<file path="src/rtl/cpu_pkg.sv">
// Shared constants for the CPU memory arbiter: default widths, FSM encoding, port ids.
package cpu_pkg;
    localparam int AWIDTH_DEF = 5;
    localparam int DWIDTH_DEF = 8;

    typedef enum logic [1:0] {
        ST_IDLE   = 2'd0,
        ST_ACCESS = 2'd1,
        ST_RESP   = 2'd2
    } arb_state_t;

    localparam logic PORT_CPU = 1'b0;
    localparam logic PORT_DBG = 1'b1;
endpackage

</file>
<file path="src/rtl/arb_pick.sv">
// Combinational 2-way request picker; arbitration policy selected by MEM_ARB_RR_EN
// (defined: round-robin on contention, undefined: port 0 fixed priority).
module arb_pick
    import cpu_pkg::*;
(
    input  logic req0,
    input  logic req1,
    input  logic last_gnt,
    output logic gnt_id,
    output logic gnt_vld
);

    always_comb begin
        gnt_vld = req0 | req1;
`ifdef MEM_ARB_RR_EN
        if (req0 && req1) begin
            gnt_id = ~last_gnt;
        end else begin
            gnt_id = req0 ? PORT_CPU : PORT_DBG;
        end
`else
        gnt_id = req0 ? PORT_CPU : PORT_DBG;
`endif
    end

`ifndef MEM_ARB_RR_EN
    // Fixed priority ignores grant history.
    logic unused_last_gnt;
    assign unused_last_gnt = last_gnt;
`endif

endmodule

</file>
<file path="src/rtl/mem_arbiter.sv">
// Serialises CPU (port 0) and debug (port 1) accesses to the single-port program/data memory.
// Build option MEM_ARB_RR_EN selects round-robin arbitration instead of CPU fixed priority.
//
// state     | meaning
// ST_IDLE   | sample requests, latch the winner's access
// ST_ACCESS | memory strobe for the latched access
// ST_RESP   | read data returned, ack pulse to latched requester
module mem_arbiter
    import cpu_pkg::*;
#(
    parameter int AWIDTH = AWIDTH_DEF,
    parameter int DWIDTH = DWIDTH_DEF
) (
    input  logic              CLK,
    input  logic              RST,
    input  logic              req0,
    input  logic              we0,
    input  logic [AWIDTH-1:0] addr0,
    input  logic [DWIDTH-1:0] wdata0,
    output logic              ack0,
    input  logic              req1,
    input  logic              we1,
    input  logic [AWIDTH-1:0] addr1,
    input  logic [DWIDTH-1:0] wdata1,
    output logic              ack1,
    output logic [DWIDTH-1:0] rdata,
    output logic              mem_rd,
    output logic              mem_wr,
    output logic [AWIDTH-1:0] mem_addr,
    output logic [DWIDTH-1:0] mem_wdata,
    input  logic [DWIDTH-1:0] mem_rdata
);

    arb_state_t        state, state_d;
    logic              gnt_id, gnt_vld, last_gnt;
    logic              grant, rd_d, wr_d, ack0_d, ack1_d, capture;
    logic              lat_id, lat_we;
    logic [DWIDTH-1:0] rdata_q;
    logic              sel_we;
    logic [AWIDTH-1:0] sel_addr;
    logic [DWIDTH-1:0] sel_wdata;

`ifdef MEM_ARB_RR_EN
    logic last_gnt_q;
    assign last_gnt = last_gnt_q;
`else
    assign last_gnt = PORT_DBG;
`endif

    arb_pick u_pick (
        .req0     (req0),
        .req1     (req1),
        .last_gnt (last_gnt),
        .gnt_id   (gnt_id),
        .gnt_vld  (gnt_vld)
    );

    assign sel_we    = (gnt_id == PORT_DBG) ? we1    : we0;
    assign sel_addr  = (gnt_id == PORT_DBG) ? addr1  : addr0;
    assign sel_wdata = (gnt_id == PORT_DBG) ? wdata1 : wdata0;

    // Memory data is only valid during RESP, so the ack-cycle value bypasses the holding register.
    assign rdata = capture ? mem_rdata : rdata_q;

    always_comb begin
        state_d = state;
        grant   = 1'b0;
        rd_d    = 1'b0;
        wr_d    = 1'b0;
        ack0_d  = 1'b0;
        ack1_d  = 1'b0;
        capture = 1'b0;
        case (state)
            ST_IDLE: begin
                if (gnt_vld) begin
                    grant   = 1'b1;
                    rd_d    = ~sel_we;
                    wr_d    = sel_we;
                    state_d = ST_ACCESS;
                end
            end
            ST_ACCESS: begin
                ack0_d  = (lat_id == PORT_CPU);
                ack1_d  = (lat_id == PORT_DBG);
                state_d = ST_RESP;
            end
            ST_RESP: begin
                capture = ~lat_we;
                state_d = ST_IDLE;
            end
            default: state_d = ST_IDLE;
        endcase
    end

    always_ff @(posedge CLK) begin
        if (RST) begin
            state     <= ST_IDLE;
            mem_rd    <= 1'b0;
            mem_wr    <= 1'b0;
            ack0      <= 1'b0;
            ack1      <= 1'b0;
            mem_addr  <= '0;
            mem_wdata <= '0;
            rdata_q   <= '0;
            lat_id    <= PORT_CPU;
            lat_we    <= 1'b0;
`ifdef MEM_ARB_RR_EN
            last_gnt_q <= PORT_DBG;
`endif
        end else begin
            state  <= state_d;
            mem_rd <= rd_d;
            mem_wr <= wr_d;
            ack0   <= ack0_d;
            ack1   <= ack1_d;
            if (grant) begin
                mem_addr  <= sel_addr;
                mem_wdata <= sel_wdata;
                lat_id    <= gnt_id;
                lat_we    <= sel_we;
`ifdef MEM_ARB_RR_EN
                last_gnt_q <= gnt_id;
`endif
            end
            if (capture) begin
                rdata_q <= mem_rdata;
            end
        end
    end

endmodule

</file>
<file path="config.mk">
export PLATFORM = sky130hd
export DESIGN_NAME = mem_arbiter
export DESIGN_NICKNAME = d
export VERILOG_FILES = /design/src/rtl/cpu_pkg.sv /design/src/rtl/arb_pick.sv /design/src/rtl/mem_arbiter.sv
export SDC_FILE = /design/constraint.sdc
export NUM_CORES = 1
export LEC_CHECK = 0
export ABC_CLOCK_PERIOD_IN_PS = 3200
export CAP_MARGIN = 20
export CORE_UTILIZATION = 25
export DETAILED_ROUTE_END_ITERATION = 7
export SYNTH_ARGS = -nofsm -noshare
export SYNTH_HDL_FRONTEND = slang
export SYNTH_HIERARCHICAL = 1
export SYNTH_SLANG_ARGS = --single-unit
</file>
<file path="constraint.sdc">
create_clock -name CLK -period 3.2 [get_ports CLK]
set_input_delay 0.48 -clock CLK [delete_from_list [all_inputs] [get_ports CLK]]
set_output_delay 0.48 -clock CLK [all_outputs]
set_load 0.02 [all_outputs]
</file>
# Word level (Yosys, flattened, before mapping)
# Index checks and enable logic that the tools add are counted.
[totals]
rom_bits = 0
ram_bits = 0
input_bits = 40
mem_count = 0
regBits = 29
latch_bits = 0
wordCells = 33
[classes]
add_sub_neg = 0
div = 0
bitwise_logic = 7
eq_ne = 3
multipliers = 0
n_mux = 10
n_lt_le_gt_ge = 0
shift = 0
n_reduce_logical = 3
[ops]
columns = ["op", "count"]
rows = [
  ["two-way mux 8 bit", 2],
  ["inverter 1 bit", 6],
  ["two-way mux 1 bit", 5],
  ["two-way mux 5 bit", 1],
  ["case mux 2 bit (2 select lines)", 1],
  ["OR reduction 3 bit", 1],
  ["equality test 2 x 1 -> 1 bit (second input constant)", 1],
  ["equality test 2 bit (second input constant)", 1],
  ["logical NOT 2 bit", 1],
  ["two-way mux 2 bit", 1],
  ["inequality test 2 bit (second input constant)", 1],
  ["OR reduction 2 bit", 1],
  ["OR 1 bit", 1],
]

# Depth between registers and ports, before layout
[logic_depth]
depth_word = 3
ltp_mapped = 5
depth_no_buf = 4

# Hierarchy
# Netlist, hierarchy kept.
[by_module_without_submodules]
columns = ["module", "seq_area_each_um2", "area_each_um2", "n_inst", "cells_per_inst"]
rows = [
  ["mem_arbiter", 580.6, 1161.1, 1, 106],
  ["arb_pick", 0.0, 10.0, 1, 2],
]

# Least setup slack after synthesis
# OpenSTA, ideal clock, no wires.
[synth_path]
path_type = "reg2out"
from = "register state[1]"
to = "output rdata[0]"
required_time_ps = 2720
stages_incl_launch_ff = 3
path_slack_ps = 1597
arrival_ps = 1123
n_path_buf = 0
path_cell_list = "dfxtp_1 -> nor3b_4 -> mux2_2"
[synth_between]
elab_chain_len = 3
[synth_rtl]
columns = ["item", "line_no", "source"]
rows = [
  ["from (decl)", "mem_arbiter.sv:34", "arb_state_t state, state_d;"],
  ["from (signal assigned)", "mem_arbiter.sv:111", "state <= state_d;"],
  ["equality test 2 bit", "mem_arbiter.sv:73", "case (state)"],
  ["two-way mux 1 bit", "mem_arbiter.sv:73", ""],
  ["two-way mux 8 bit", "n/a", ""],
  ["to (decl)", "mem_arbiter.sv:26", "output logic [DWIDTH-1:0] rdata,"],
]
# No other way between the ends.

# Worst setup path after layout
[layout_path]
from = "register state[1]"
to = "output rdata[5]"
# The elaborated chain is that of the path after synthesis.

==> reports/metrics.yaml <==
crit_fanout: 8
endpoint_kind: "output port"
final_cell_mix: "64 x clkdlybuf4s50_1, 29 x dfxtp_1, 16 x nor2_1, 15 x mux2i_1, 14 x a211oi_1"
post-place-ws_ps: 963
power_density_nw_per_um2: 488
diodes: 0
syn_area_per_cell_um2: 10.9
antenna_found_initial: 0
layout_commonest_cell: "clkdlybuf4s50_1"
synth_nets: 147
grt_max_degree: 30
synth_cells: 107
cts.clk_slew.worst_paths_ps: 60
nets: 213
wirelength_um: 2860
drive_above_1_share: 0.161
post-route-util: 0.444
slew_violations: 0
cts_resized: 0
final.setup.worst_slack_ps: 678
hpwl_um: 2110
r2r_slack_ps: 1680
grt_pass1_wl_um: 4740
cts_made_buffers: 5
area_growth_pct: 67.8
start_util: 0.264
drv_cap: 0
fin_setup_tns_ps: 0
nFillCells: 416
cts_max_level: 2
cp.arrival_ps: 2040
wl_per_cell_um: 12.6
intPower_mw: 0.709
io_buffers: 64
grt_pass1_vias: 1017
drtPass1Iterations: 3
finalHoldViolCount: 0
multi_input_area_um2: 553
die_w_um: 70.3
ant_nets: 0
seq_area_um2: 581
fin_crit_sh: 0.788
coreArea_um2: 4410
clock-sinks: 29
setup_viol: 0
p_clk_frac: 0.345
grt_usage: 0.128
max_freq_ghz: 0.397
std_cell_rows: 24
required_ps: 2720
cts_setup_buffers: 0
vias: 965
drt_iter0_markers: 36
vias_per_cell: 4.27
leakage_nw: 0.807
cts_buffer_depth: 2
hold_buffers: 0
comb_power_share: 0.230
clock_latency_ps: 280
p_sw_mw: 0.248
grt_overflow_total: 0
rsz0062_at_grt: "false"
startpoint_type: "register"
path_class: "reg -> out"
status: "completed"
hp-class: "reg -> reg"
gp_congestion: 0.695
slew_headroom: 0.492
yosys_warnings: 6
fin_crit_ps: 2520
drc: 0
cts_root_buffer: "clkbuf_8"
skew_ps: 5.61
peakVddDrop_mv: 0.212
die-area_um2: 4950
mappedNetlistArea_um2: 1170
tritoncts: "done"
p_sw_frac: 0.259
dieHeight_um: 70.3
worstMarginPinSlew_ps: 761
seq_power_share: 0.425
ios: 65
[per-stage QoR]
stage	power (mW)	cells	hold slack, ps	instance area, µm²
finish	0.957	226	467	1960
global route	1.01	226	489	1960
CTS	0.972	226	469	1960
detailed placement	0.637	218	450	1860
global placement	0.631	218	442	1860
floorplan	0.520	107	405	1170
[state kept, by name, indices dropped and copies added, names as in the netlist]
signal and flops:
mem_wdata 8, rdata_q 8, mem_addr 5, state 2
ack0 1, ack1 1, lat_id 1, lat_we 1
mem_rd 1, mem_wr 1
[area by class of cell]
cell class,instances,share of cell area
repair buffers,66,0.335
clock inverters,1,0.00255
inverters,1,0.00192
flip-flops and latches,29,0.296
multi-input cells,70,0.282
well taps,52,0.0332
clock buffers,7,0.0492
[path summary, 6_finish.rpt]
path	start	endpoint	cells past startpoint
max	state[1]$_SDFFE_PP0P_	rdata[5]	3
min	lat_id$_SDFFE_PP0P_	ack0$_SDFF_PP0_	1
max reg2reg	state[1]$_SDFFE_PP0P_	rdata_q[5]$_SDFF_PP0_	3
min reg2reg	lat_id$_SDFFE_PP0P_	ack0$_SDFF_PP0_	1
[power by group through the flow]
stage	registers (mW)	logic [mW]	clock network, mW
6_report	0.407	0.220	0.330
5_1_grt	0.411	0.237	0.366
4_1_cts	0.407	0.223	0.342
3_5_place_dp	0.415	0.222	0
3_3_place_gp	0.414	0.217	0
2_1_floorplan	0.439	0.0816	0
[per-layer routing]
metal / global-route usage / vias to the layer above / share of wire
met3: 0.0678 / 0 / 0.096
li1: - / 504 / -
met4: 0.0578 / 0 / 0
met2: 0.212 / 51 / 0.48
met1: 0.134 / 410 / 0.43
met5: 0 / - / 0
[worst max-delay path, stage by stage (launching register included)]
cell	delay [ps]
dfxtp_1	400
nor3b_4	430
mux2_2	400
clkdlybuf4s50_1	540
Note: power is estimated with default switching activity, not from simulation.
